<file path="src/rtl/ttlc_icu.sv">
// ttlc_icu: single-bit MC14500B-style control unit driving the TTLC I/O bus.
// Fetches 12-bit instructions over a req/ack handshake and keeps a small JMP/RTN return stack.
module ttlc_icu #(
  parameter int unsigned STACK_DEPTH = 4
) (
  input  logic        clk,
  input  logic        rst_n,
  input  logic        run,
  output logic        prog_rd,
  output logic [7:0]  prog_addr,
  input  logic        prog_ack,
  input  logic [11:0] prog_data,
  output logic [7:0]  io_addr,
  output logic        io_write,
  output logic        io_wdata,
  input  logic        io_rdata,
  output logic        rr,
  output logic        flag_o,
  output logic        flag_f,
  output logic        stk_err
);

  localparam int unsigned SpW = $clog2(STACK_DEPTH + 1);

  typedef enum logic [1:0] {StIdle, StFetch, StExec} state_e;
  typedef enum logic [3:0] {
    OpNopo, OpLd, OpLdc, OpAnd, OpAndc, OpOr, OpOrc, OpXnor,
    OpSto, OpStoc, OpIen, OpOen, OpJmp, OpRtn, OpSkz, OpNopf
  } op_e;

  // Async assert, sync deassert: internal logic leaves reset two edges after rst_n rises.
  logic [1:0] rst_sync_q;
  logic       rst_int_n;

  always_ff @(posedge clk or negedge rst_n) begin
    if (!rst_n) rst_sync_q <= '0;
    else        rst_sync_q <= {rst_sync_q[0], 1'b1};
  end
  assign rst_int_n = rst_sync_q[1];

  state_e           state_q, state_d;
  logic [7:0]       pc_q, pc_d;
  logic [11:0]      ir_q, ir_d;
  logic             ir_skip_q, ir_skip_d;
  logic             skip_q, skip_d;
  logic             rr_q, rr_d;
  logic             ien_q, ien_d;
  logic             oen_q, oen_d;
  logic             stk_err_q, stk_err_d;
  logic [SpW-1:0]   sp_q, sp_d;
  logic [7:0]       stack_q [STACK_DEPTH];
  logic [7:0]       stack_d [STACK_DEPTH];

  op_e        op;
  logic [7:0] operand;
  logic [7:0] pc_inc;
  logic       d;
  logic       exec_en;
  logic       stk_full;
  logic       stk_empty;

  assign op        = op_e'(ir_q[11:8]);
  assign operand   = ir_q[7:0];
  assign pc_inc    = pc_q + 8'd1;
  assign d         = io_rdata & ien_q;
  assign exec_en   = (state_q == StExec) && !ir_skip_q;
  assign stk_full  = (sp_q == SpW'(STACK_DEPTH));
  assign stk_empty = (sp_q == '0);

  // State register
  always_ff @(posedge clk or negedge rst_int_n) begin
    if (!rst_int_n) state_q <= StIdle;
    else            state_q <= state_d;
  end

  // Next-state logic
  always_comb begin
    state_d = state_q;
    unique case (state_q)
      StIdle:  if (run) state_d = StFetch;
      StFetch: if (prog_ack) state_d = StExec;
      StExec:  state_d = run ? StFetch : StIdle;
      default: state_d = StIdle;
    endcase
  end

  // Datapath registers
  always_ff @(posedge clk or negedge rst_int_n) begin
    if (!rst_int_n) begin
      pc_q      <= '0;
      ir_q      <= '0;
      ir_skip_q <= 1'b0;
      skip_q    <= 1'b0;
      rr_q      <= 1'b0;
      ien_q     <= 1'b0;
      oen_q     <= 1'b0;
      stk_err_q <= 1'b0;
      sp_q      <= '0;
      for (int i = 0; i < int'(STACK_DEPTH); i++) stack_q[i] <= '0;
    end else begin
      pc_q      <= pc_d;
      ir_q      <= ir_d;
      ir_skip_q <= ir_skip_d;
      skip_q    <= skip_d;
      rr_q      <= rr_d;
      ien_q     <= ien_d;
      oen_q     <= oen_d;
      stk_err_q <= stk_err_d;
      sp_q      <= sp_d;
      for (int i = 0; i < int'(STACK_DEPTH); i++) stack_q[i] <= stack_d[i];
    end
  end

  // Datapath next-state; the stack is a shift register with the top at entry 0
  always_comb begin
    pc_d      = pc_q;
    ir_d      = ir_q;
    ir_skip_d = ir_skip_q;
    skip_d    = skip_q;
    rr_d      = rr_q;
    ien_d     = ien_q;
    oen_d     = oen_q;
    stk_err_d = stk_err_q;
    sp_d      = sp_q;
    for (int i = 0; i < int'(STACK_DEPTH); i++) stack_d[i] = stack_q[i];

    if (state_q == StFetch && prog_ack) begin
      ir_d      = prog_data;
      ir_skip_d = skip_q;
      skip_d    = 1'b0;
    end

    if (state_q == StExec) begin
      pc_d = pc_inc;
      if (!ir_skip_q) begin
        unique case (op)
          OpLd:   rr_d  = d;
          OpLdc:  rr_d  = ~d;
          OpAnd:  rr_d  = rr_q & d;
          OpAndc: rr_d  = rr_q & ~d;
          OpOr:   rr_d  = rr_q | d;
          OpOrc:  rr_d  = rr_q | ~d;
          OpXnor: rr_d  = ~(rr_q ^ d);
          OpIen:  ien_d = io_rdata;
          OpOen:  oen_d = io_rdata;
          OpJmp: begin
            pc_d = operand;
            if (stk_full) begin
              stk_err_d = 1'b1;
            end else begin
              stack_d[0] = pc_inc;
              for (int i = 1; i < int'(STACK_DEPTH); i++) stack_d[i] = stack_q[i-1];
              sp_d = sp_q + SpW'(1);
            end
          end
          OpRtn: begin
            if (stk_empty) begin
              stk_err_d = 1'b1;
            end else begin
              pc_d   = stack_q[0];
              skip_d = 1'b1;
              for (int i = 0; i < int'(STACK_DEPTH) - 1; i++) stack_d[i] = stack_q[i+1];
              sp_d = sp_q - SpW'(1);
            end
          end
          OpSkz:  if (!rr_q) skip_d = 1'b1;
          default: ;
        endcase
      end
    end
  end

  // Outputs; strobes are qualified by a live EXEC so reset kills them immediately
  always_comb begin
    prog_rd   = (state_q == StFetch);
    prog_addr = pc_q;
    io_addr   = operand;
    io_write  = exec_en && oen_q && (op == OpSto || op == OpStoc);
    io_wdata  = io_write && ((op == OpStoc) ? ~rr_q : rr_q);
    flag_o    = exec_en && (op == OpNopo);
    flag_f    = exec_en && (op == OpNopf);
    rr        = rr_q;
    stk_err   = stk_err_q;
  end

endmodule
</file>
<file path="config.mk">
export PLATFORM = sky130hd
export DESIGN_NAME = ttlc_icu
export DESIGN_NICKNAME = d
export VERILOG_FILES = /design/src/rtl/ttlc_icu.sv
export SDC_FILE = /design/constraint.sdc
export NUM_CORES = 1
export LEC_CHECK = 0
export BUFFER_PORTS_ARGS = -buffer_cell sky130_fd_sc_hd__clkbuf_2
export CAP_MARGIN = 30
export CORE_MARGIN = 2
export CORE_UTILIZATION = 35
export DETAILED_ROUTE_END_ITERATION = 7
export PLACE_DENSITY_LB_ADDON = 0.1
export SETUP_SLACK_MARGIN = 0.3
export SKIP_CTS_REPAIR_TIMING = 1
export SYNTH_ARGS = -nofsm -noshare
export SYNTH_HDL_FRONTEND = slang
export SYNTH_SLANG_ARGS = --single-unit
</file>
<file path="constraint.sdc">
create_clock -name clk -period 2.2 [get_ports clk]
set_input_delay 0.44 -clock clk [delete_from_list [all_inputs] [get_ports clk]]
set_output_delay 0.44 -clock clk [all_outputs]
set_load 0.005 [all_outputs]
</file>
# Yosys cells after proc, flatten, opt, wreduce, memory -nomap -nowiden

Cells that the tools add are included.

Register bits: 65
Word-level logic and storage cells: 98
Bits of input ports: 17

Equality and inequality tests: 24
Mux-type cells: 24
Reductions and logical operators: 21
Add/sub/neg operators: 3
Bitwise gates (word level): 11

Operators with widths:

| operator              | number |
|---|---|
| $pmux W24 S2          | 1 |
| $eq A4 B4 Y1 const B  | 8 |
| $mux W32              | 1 |
| $mux W24              | 1 |
| $eq A4 B3 Y1 const B  | 4 |
| $mux W8               | 2 |
| $pmux W8 S2           | 1 |
| $ne A2 B2 Y1 const B  | 5 |
| $reduce_and A5 Y1     | 2 |
| $mux W1               | 9 |
| $reduce_and A3 Y1     | 3 |
| $add A8 B1 Y8 const B | 1 |
| $eq A4 B2 Y1 const B  | 2 |
| $logic_and A1 B1 Y1   | 7 |
| $pmux W1 S7           | 1 |
| $reduce_bool A7 Y1    | 1 |
| $mux W3               | 2 |
| $pmux W2 S3           | 1 |
| $pmux W3 S2           | 1 |
| $not A1 Y1            | 5 |
| $eq A4 B1 Y1 const B  | 1 |
| $logic_not A4 Y1      | 1 |
| $mux W2               | 2 |
| $pmux W1 S2           | 2 |
| other kinds (16)      | 19 |

# Depth between registers and ports, before layout

Gate-level depths: netlist (run 1).

Word-level depth: 7
Depth in mapped cells: 7

# Worst setup path before layout (run 1)

Ideal clock, no wire load.

Path type: register to output
Start point: reg state_q[0]
End point: out io_wdata
Data required time: 1.760 ns
Data arrival time: 1.607 ns
Stages on the path, launching flop included: 5
Path buffers: 0
Setup slack: 0.153 ns
Cell sequence: dfrtp_1 -> nand2b_4 -> or4b_2 -> nor3b_2 -> and2_1

Word-level cells in the longest chain between the ends: 5

Ends and longest elaborated chain:

| what                              | line | RTL |
|---|---|---|
| start: declaration                | 41   | `state_e state_q, state_d;` |
| start signal: assignment          | 72   | `if (!rst_int_n) state_q <= StIdle;` |
| start signal: assignment          | 73   | `else state_q <= state_d;` |
| $eq A2 B2 Y1                      | 66   | `assign exec_en = (state_q == StExec) && !ir_skip_q;` |
| $logic_and A1 B1 Y1               | 66   |  |
| $logic_and A1 B1 Y1 (2 in series) | 178  | `io_write = exec_en && oen_q && (op == OpSto \|\| op == OpStoc);` |
| named net io_write                | 14   | `output logic io_write,` |
| $logic_and A1 B1 Y1               | 179  | `io_wdata = io_write && ((op == OpStoc) ? ~rr_q : rr_q);` |
| end: declaration                  | 15   | `output logic io_wdata,` |

The timed path passes the listed nets, and every way through them passes these cells.

# Worst setup path after layout (run 1)

Start point: reg state_q[0]
End point: out io_wdata

Word-level cells in the longest chain between the ends: 5

Ends and longest elaborated chain:

| what                              | line |
|---|---|
| $eq A2 B2 Y1                      | 66 |
| $logic_and A1 B1 Y1               | 66 |
| $logic_and A1 B1 Y1 (2 in series) | 178 |
| $logic_and A1 B1 Y1               | 179 |

No other way between the ends.

==> results of run 1 <==
cells by family after synthesis:
logic type,Yosys count,synth area share
other,1,0.00118
flip-flops,65,0.513
buffers and inverters,34,0.0521
AND/OR/NAND/NOR,78,0.142
AO/OA/AOI/OAI,77,0.167
adder cells (fa/ha/maj),2,0.0103
multiplexers,24,0.0848
XOR/XNOR,11,0.0304
layout by cell type (no fill, tap or decap), drive strengths merged, types with 2 or more instances in the layout:
cell type  synthesis  final
xnor2              7      7
a31oi              4      4
nor4b              2      2
buf               15     13
nand3              9      9
mux2              23     23
clkbuf             9     53
nor3               4      4
a21oi             26     26
or3                2      2
inv               10     10
nor2              30     30
a22oi             24     24
nand2             14     14
nand2b             3      3
or4b               2      2
xor2               4      4
o21ai              6      6
a222oi             3      3
nand3b             2      2
o211ai             3      3
nor3b              2      2
dfrtp             65     65
o221ai             2      2
where the power goes:
group	switching [mW]	total, mW	internal [mW]
Clock	0.445	1.06	0.616
Sequential	0.497	2.16	1.67
Combinational	0.652	1.36	0.706
Total	1.59	4.58	2.99
how the worst max path moves through the flow:
stage                from        to  slack [ps]  cells past startpoint
2_1_floorplan  state_q[0]  io_wdata         340                      4
3_3_place_gp   state_q[0]  io_wdata         300                      5
3_5_place_dp   state_q[0]  io_wdata         260                      5
4_1_cts        state_q[0]  io_wdata        -120                      5
5_1_grt        state_q[0]  io_wdata        -180                      5
6_report       state_q[0]  io_wdata         -80                      5
routing by layer:
layer,vias to the layer above,share of wire,track usage
li1,1132,-,-
met3,15,0.036,0.0330
met5,-,0,0
met2,47,0.45,0.236
met4,0,0.032,0.0811
met1,1180,0.48,0.218
flip-flops by register name (all words and copies together) (netlist names):
register,cells
ir_q,12
oen_q,1
stack_q,32
ir_skip_q,1
prog_addr,8
ien_q,1
stk_err,1
sp_q,3
rr,1
state_q,2
skip_q,1
rst_sync_q,2
through the flow:
| stage | std cells | hold slack, ps | TNS (ps) |
|---|---|---|---|
| after floorplan | 292 | 144 | 0 |
| after global placement | 426 | 226 | 0 |
| after detailed placement | 426 | 227 | 0 |
| after CTS | 442 | -151 | -224 |
| after global routing | 445 | 318 | -227 |
| final | 445 | 282 | -77.9 |
final cells by class:
cell class | instances | area share
sequential | 65 | 0.435
multi-input combinational | 193 | 0.377
timing repair buffer | 53 | 0.0873
clock buffer | 14 | 0.0460
tap | 108 | 0.0360
inverter | 10 | 0.0100
clock inverter | 2 | 0.00933
==> key figures, run 1 <==
Outcome
  • Run status: complete, but fails checks
  • Failing checks: setup timing

Finish
  • Register area: 1630 um^2
  • Antenna cells: 0
  • Final instance area: 3750 um^2
  • Layout net count: 351
  • Final core utilization: 0.428
  • Synthesis-to-layout area growth: 18.4%
  • Share of cells above drive strength 1: 0.320
  • Multi-input gate area: 1410 um^2
  • Fillers: 886

Setup path
  • R2R Path Start: ir_q[8]
  • Data required, critical path: 1760 ps
  • R2r worst-path depth: 6
  • R2R Setup Slk: 440 ps
  • Top cell family by delay on the critical path: simple AND/OR/NAND/NOR gates
  • Critical R2R Capture: sp_q[2]
  • CP arrival: 1840 ps
  • Startpoint types: flop
  • Critical path buffers and inverters: 1
  • Max stage delay on crit path: 510 ps
  • CP Max Fanout: 4
  • Crit end category: primary output
  • Crit-path cells: nand2b_4, or4b_4, nor3b_2, and2_1, clkbuf_2
  • CP max stage cell: or4b_4
  • Crit Path Class: reg2out

Yosys
  • Count leader, synth: dfrtp_1
  • Largest cells by area after synthesis: dfrtp_1, mux2_2, a22oi_1
  • Yosys cell types: 52
  • Warnings, synthesis: 0
  • Top cell type's share of synthesized area: 0.513
  • Mapped Nets: 311
  • Commonest cells in the synthesized netlist: dfrtp_1, nor2_1, a21oi_1, a22oi_1, mux2_2
  • Number of flops mapped to enable cells by yosys: 0
  • Area leader, netlist: dfrtp_1
  • Post-Syn Area: 3170 um^2
  • Avg Inst Size Synth: 10.9 um^2
  • Syn Inst Count: 292
  • Synth async-reset ratio: 1.00
  • Synth Flop Type: dfrtp_1
  • Register area share after synthesis: 0.513
  • Synth Register Bits: 65

Clock tree
  • # H-tree levels: 3
  • Worst-path clk slew: 70 ps
  • Cts bufs inserted: 9
  • Clock Sink Count: 65
  • CTS root buffer: clkbuf_8
  • TritonCTS clock tree: yes
  • Clk buf depth: 2
  • Clk Latency, worst-skew pair: 340 ps

STA
  • Clock Skew: 9.81 ps
  • RSZ-0062 raised after global routing: yes
  • Measured slew at the worst slew-check pin: 560 ps
  • Setup WS post-layout: -77.9 ps
  • Final min period: 2280 ps
  • Period utilization: 1.04
  • Hold violation count in the final report: 0
  • Max Slew Vio Count: 0
  • Final count of negative-setup-slack endpoints: 1
  • Fmax: 0.439 GHz
  • Slew HR: 0.626

GRT
  • Largest net degree at the start of global routing: 64
  • GRT Util Overall: 0.158
  • Grt ovf: 0
  • First-pass GRT wire length: 12300 um
  • Vias in the first global route: 2439
  • Initial antenna violation count: 0

Power and ir drop
  • Tot Pwr: 4.58 mW
  • Max VDD drop: 0.427 mV
  • Leakage: 1.67 nW
  • Pwr per Cell Area: 1220 nW/um^2

Placed design
  • Placement Cell Area: 3490 um^2
  • Worst slack at placement: 260 ps
  • DP HPWL: 4810 um
  • PortBufs: 39
  • GP Congestion: 0.752

Hold path
  • Worst hold path class: reg2async

Route
  • Post-route ant nets: 0
  • Initial drt markers: 108
  • DR pass1 iterations: 4
  • Drt wl/cell: 16.2 um
  • Average vias per placed instance: 5.33
  • Drt drc: 0
  • Total Wirelength: 7200 um
  • Via count: 2374

Flow run
  • Maxcap violations: 0

Floorplan
  • Core Area: 8760 um^2
  • I/O pin count: 40
  • Die width: 99.2 um
  • Vert. Die Dim: 99.2 um
  • Rows: 34
  • Starting density of the core: 0.362
  • Die area: 9840 um^2
Note: power is estimated with default switching activity, not from simulation.
==> run 2: changes to the inputs <==
- CORE_UTILIZATION: 35 -> 57
- clock period: 2.2 -> 2.42 ns (I/O delays scaled with it)
==> key figures, run 2 (synthesis results as in run 1) <==
Floorplan
  • I/O pin count: 40 (unchanged)
  • Die area: 6170 um^2 (-37%)
  • Die width: 78.6 um (-21%)
  • Core Area: 5440 um^2 (-38%)
  • Vert. Die Dim: 78.6 um (-21%)
  • Rows: 27 (-21%)
  • Starting density of the core: 0.583 (+0.221)

Placed design
  • Placement Cell Area: 3410 um^2 (-2.2%)
  • Placed Cells incl. Taps: 388 (-8.9%)
  • Worst slack at placement: 253 ps (-6.53 ps)
  • PortBufs: 39 (unchanged)
  • GP Congestion: 0.831 (+11%)
  • DP HPWL: 4450 um (-7.6%)

Setup path
  • Top cell family by delay on the critical path: simple AND/OR/NAND/NOR gates
  • Crit end category: primary output
  • R2r worst-path depth: 4 (-2)
  • Data required, critical path: 1940 ps (+180 ps)
  • Startpoint types: flop
  • Stages on the worst setup path: 5 (unchanged)
  • CP Max Fanout: 4 (unchanged)
  • Critical path buffers and inverters: 1 (unchanged)
  • CP arrival: 1800 ps (-40 ps)
  • CP max stage cell: or4b_4
  • Crit-path cells: nand2b_4, or4b_4, nor3b_2, and2_1, clkbuf_2
  • Crit Path Class: reg2out
  • Max stage delay on crit path: 490 ps (-20 ps)

STA
  • Post-route setup TNS: 0 ps (+77.9 ps)
  • Final min period: 2280 ps
  • Final count of negative-setup-slack endpoints: 0 (-1)
  • Slew HR: 0.464 (-0.162)
  • Setup WS post-layout: 135 ps (+213 ps)
  • Measured slew at the worst slew-check pin: 804 ps (+244 ps)
  • Hold violation count in the final report: 0 (unchanged)
  • Fmax: 0.438 GHz
  • Max Slew Vio Count: 0 (unchanged)
  • RSZ-0062 raised after global routing: yes
  • Clock Skew: 8.18 ps (-1.63 ps)
  • Period utilization: 0.944

Route
  • Total Wirelength: 6590 um (-8.4%)
  • Initial drt markers: 227 (+110%)
  • Post-route ant nets: 0 (unchanged)
  • Drt drc: 0 (unchanged)
  • Drt wl/cell: 16.2 um (+0.42%)
  • Average vias per placed instance: 5.78 (+8.4%)
  • DR pass1 iterations: 5 (+1)
  • Via count: 2347 (-1.1%)

Finish
  • Share of cells above drive strength 1: 0.305 (-0.0151)
  • Final Non-Filler Cells: 406 (-8.8%)
  • Layout net count: 348 (-0.85%)
  • Register area: 1630 um^2 (-0.23%)
  • Synthesis-to-layout area growth: 14.9%
  • Max reg flops: 32 (unchanged)
  • Multi-input gate area: 1390 um^2 (-1.8%)
  • Leading cell type in the layout, fill and taps excluded: dfrtp_1
  • Antenna cells: 0 (unchanged)
  • Final instance area: 3640 um^2 (-3.0%)
  • Most frequent cells in the layout: dfrtp_1, clkbuf_2, nor2_1
  • Fillers: 423 (-52%)
  • Largest Register: stack_q

Clock tree
  • Clock Sink Count: 65 (unchanged)
  • Clk Latency, worst-skew pair: 340 ps (about the same)
  • Cts bufs inserted: 9 (unchanged)
  • Worst-path clk slew: 80 ps (about the same)
  • Clk buf depth: 2 (unchanged)
  • # H-tree levels: 3 (unchanged)
  • TritonCTS clock tree: yes
  • CTS root buffer: clkbuf_8

GRT
  • Vias in the first global route: 2299 (-5.7%)
  • Initial antenna violation count: 0 (unchanged)
  • GRT Util Overall: 0.237 (+0.0789)
  • Grt met2 use: 0.388 (+0.152)
  • Grt peak-use layer: met2
  • Grt ovf: 0 (unchanged)
  • First-pass GRT wire length: 11200 um (-8.7%)
  • Met1 Usage GRT: 0.312 (+0.0943)
  • Largest net degree at the start of global routing: 64 (unchanged)
  • M3 GR Usage: 0.0379 (+0.00490)

Power and ir drop
  • Pwr per Cell Area: 1130 nW/um^2 (-7.6%)
  • Max VDD drop: 0.663 mV (+55%)
  • Leakage: 1.64 nW (-1.9%)

Hold path
  • Worst hold path class: reg2reg
  • Hold Path Stages: 0

Flow run
  • Maxcap violations: 0 (unchanged)

Outcome
  • Run status: finished clean
[run 2: routing by layer]
layer  up-vias  share of wire
li1       1120              -
met1      1161           0.45
met2        54           0.50
met3        12          0.032
met4         0          0.022
met5         -              0
[run 2: final timing paths]
kind                               start            end  slack, ps
max in group asynchronous  rst_sync_q[1]        ir_q[2]       1440
min in group asynchronous  rst_sync_q[1]    stack_q[13]        420
min reg2reg                rst_sync_q[0]  rst_sync_q[1]        360
max                           state_q[0]       io_wdata        140
max reg2reg                      ir_q[9]     stack_q[4]        440
min                        rst_sync_q[0]  rst_sync_q[1]        360
[run 2: area by class of cell]
type                    instances  share of cell area
flip-flops and latches         65               0.447
multi-input cells             193               0.381
repair buffers                 50              0.0804
clock buffers                  10              0.0378
well taps                      72              0.0247
clock inverters                 6              0.0186
inverters                      10              0.0103
[run 2: where the power goes]
part / internal (mW) / switching, mW / total (mW) / leakage (nW)
sequential: 1.51 / 0.455 / 1.97 / 0.812
combinational: 0.628 / 0.570 / 1.20 / 0.731
clock: 0.505 / 0.441 / 0.946 / 0.0985
total: 2.64 / 1.47 / 4.11 / 1.64
[run 2: through the flow]
step	power (mW)	util	hold slack (ps)
2_1_floorplan	2.80	-	188
3_3_place_gp	3.13	0.627	271
3_5_place_dp	3.18	0.627	274
4_1_cts	4.13	0.665	-98.1
5_1_grt	4.40	0.670	372
6_report	4.11	0.670	361
[run 2: worst register-to-register path, delay by kind of cell, from the launching register on]
kind,cells,cell delay [ps]
AND/OR/NAND/NOR,2,600
flip-flops,1,490
AO/OA/AOI/OAI,1,430
multiplexers,1,350
==> run 3: changes to the inputs <==
- CTS_BUF_LIST: not set -> sky130_fd_sc_hd__clkbuf_8 sky130_fd_sc_hd__clkbuf_16
- PLACE_DENSITY: not set -> 0.91
- PLACE_DENSITY_LB_ADDON: 0.1 -> not set
==> key figures, run 3 (synthesis results as in run 1) <==
Outcome
  • Run status: finished clean

Placed design
  • DP HPWL: 4780 um (+7.6%)
  • Placement Cell Area: 3410 um^2 (about the same)
  • Placed Cells incl. Taps: 390 (+0.52%)
  • PortBufs: 39 (unchanged)
  • GP Congestion: 0.846 (+1.8%)

Power and ir drop
  • Pwr per Cell Area: 1150 nW/um^2 (+2.2%)
  • Tot Pwr: 4.21 mW (+2.4%)
  • Max VDD drop: 0.764 mV (+15%)
  • Leakage: 1.67 nW (+1.5%)

Setup path
  • CP max stage cell: or4b_4
  • R2R Setup Slk: 400 ps (-40 ps)
  • Max stage delay on crit path: 510 ps (+20 ps)
  • Critical R2R Capture: prog_addr[0]
  • CP arrival: 1840 ps (+40 ps)
  • R2R Path Start: ir_q[9]
  • Startpoint types: flop
  • Crit Path Class: reg2out
  • R2r worst-path depth: 5 (+1)
  • Crit-path cells: nand2b_4, or4b_4, nor3b_2, and2_1, clkbuf_2
  • Data required, critical path: 1940 ps (about the same)
  • Crit end category: primary output
  • CP Max Fanout: 3 (-1)

STA
  • Period utilization: 0.962 (+0.0173)
  • Clock Skew: 6.62 ps (-1.56 ps)
  • Final min period: 2330 ps (+41.9 ps)
  • RSZ-0062 raised after global routing: yes
  • Max Slew Vio Count: 0 (unchanged)
  • Hold violation count in the final report: 0 (unchanged)
  • Measured slew at the worst slew-check pin: 722 ps (-82.6 ps)
  • Fmax: 0.430 GHz (-1.8%)
  • Hold slack: 326 ps (-35.3 ps)
  • Final count of negative-setup-slack endpoints: 0 (unchanged)
  • Slew HR: 0.519 (+0.0551)

Finish
  • Largest Register: stack_q
  • Final Non-Filler Cells: 407 (+0.25%)
  • Max reg flops: 32 (unchanged)
  • Most frequent cells in the layout: dfrtp_1, clkbuf_2, nor2_1
  • Antenna cells: 0 (unchanged)
  • Final instance area: 3650 um^2 (+0.17%)
  • Layout net count: 350 (+0.57%)
  • Share of cells above drive strength 1: 0.299 (-0.00688)
  • Synthesis-to-layout area growth: 15.1%
  • Leading cell type in the layout, fill and taps excluded: dfrtp_1

Floorplan
  • Die width: 78.6 um (unchanged)
  • Vert. Die Dim: 78.6 um (unchanged)
  • Die area: 6170 um^2 (unchanged)
  • Starting density of the core: 0.583 (unchanged)
  • Core Area: 5440 um^2 (unchanged)
  • I/O pin count: 40 (unchanged)
  • Rows: 27 (unchanged)

Flow run
  • Maxcap violations: 0 (unchanged)

Route
  • Via count: 2479 (+5.6%)
  • Average vias per placed instance: 6.09 (+5.4%)
  • Drt wl/cell: 17.1 um (+5.4%)
  • Total Wirelength: 6970 um (+5.6%)
  • Initial drt markers: 176 (-22%)
  • Drt drc: 0 (unchanged)
  • Post-route ant nets: 0 (unchanged)
  • DR pass1 iterations: 5 (unchanged)

GRT
  • Initial antenna violation count: 0 (unchanged)
  • First-pass GRT wire length: 11600 um (+3.8%)
  • Grt ovf: 0 (unchanged)
  • Largest net degree at the start of global routing: 35 (-45%)
  • Vias in the first global route: 2447 (+6.4%)
  • GRT Util Overall: 0.247 (+0.0103)

Clock tree
  • CTS root buffer: clkbuf_8
  • # H-tree levels: 3 (unchanged)
  • Worst-path clk slew: 70 ps (about the same)
  • Clk buf depth: 2 (unchanged)
  • Clock Sink Count: 65 (unchanged)
  • Cts bufs inserted: 9 (unchanged)
  • Clk Latency, worst-skew pair: 350 ps (about the same)
  • TritonCTS clock tree: yes

Hold path
  • Worst hold path class: reg2async
[run 3: cell count changes in the layout (fill, tap and decap cells not counted), sizes merged]
cell	previous run	this run
buf	11	13
clkinv	3	1
clkinvlp	2	0
inv	10	12
bufinv	1	2
[run 3: per-stage QoR]
stage                     setup WS, ps   util  setup TNS [ps]
after floorplan                    329      -               0
after global placement             287  0.627               0
after detailed placement           255  0.627               0
after CTS                         -137  0.666            -154
after global routing              20.7  0.671               0
final                             93.1  0.671               0
[run 3: cell type report]
cell class                      instances  area [um^2]
Fill cell                             377         1790
Sequential cell                        65         1630
Multi-Input combinational cell        193         1390
Timing Repair Buffer                   52          295
Clock buffer                           10          138
Tap cell                               72         90.1
Clock inverter                          5         72.6
Inverter                               10         37.5
[run 3: where the power goes]
part	switching (mW)	leakage, nW	internal [mW]
clock network	0.402	0.115	0.593
registers	0.475	0.812	1.51
logic	0.599	0.740	0.626
total	1.48	1.67	2.73
[run 3: critical path, delay by kind of cell (launching register included)]
| kind | cells | cell delay, ps |
|---|---|---|
| simple gates | 4 | 990 |
| buf+inv | 1 | 100 |
| flops | 1 | 390 |
[run 3: how the worst max path moves through the flow]
stage	startpoint	to	cells past startpoint
6_report	state_q[0]	io_wdata	5
5_1_grt	state_q[0]	io_wdata	5
4_1_cts	state_q[0]	io_wdata	5
3_5_place_dp	state_q[0]	io_wdata	5
3_3_place_gp	state_q[0]	io_wdata	5
2_1_floorplan	state_q[0]	io_wdata	4
[run 3: layer usage]
layer  up-vias  global-route usage  routed length [um]
met2        92               0.405                3530
met5         -                   0                   0
met1      1239               0.306                2840
li1       1129                   -                   -
met4         0               0.119                 227
met3        19              0.0621                 370
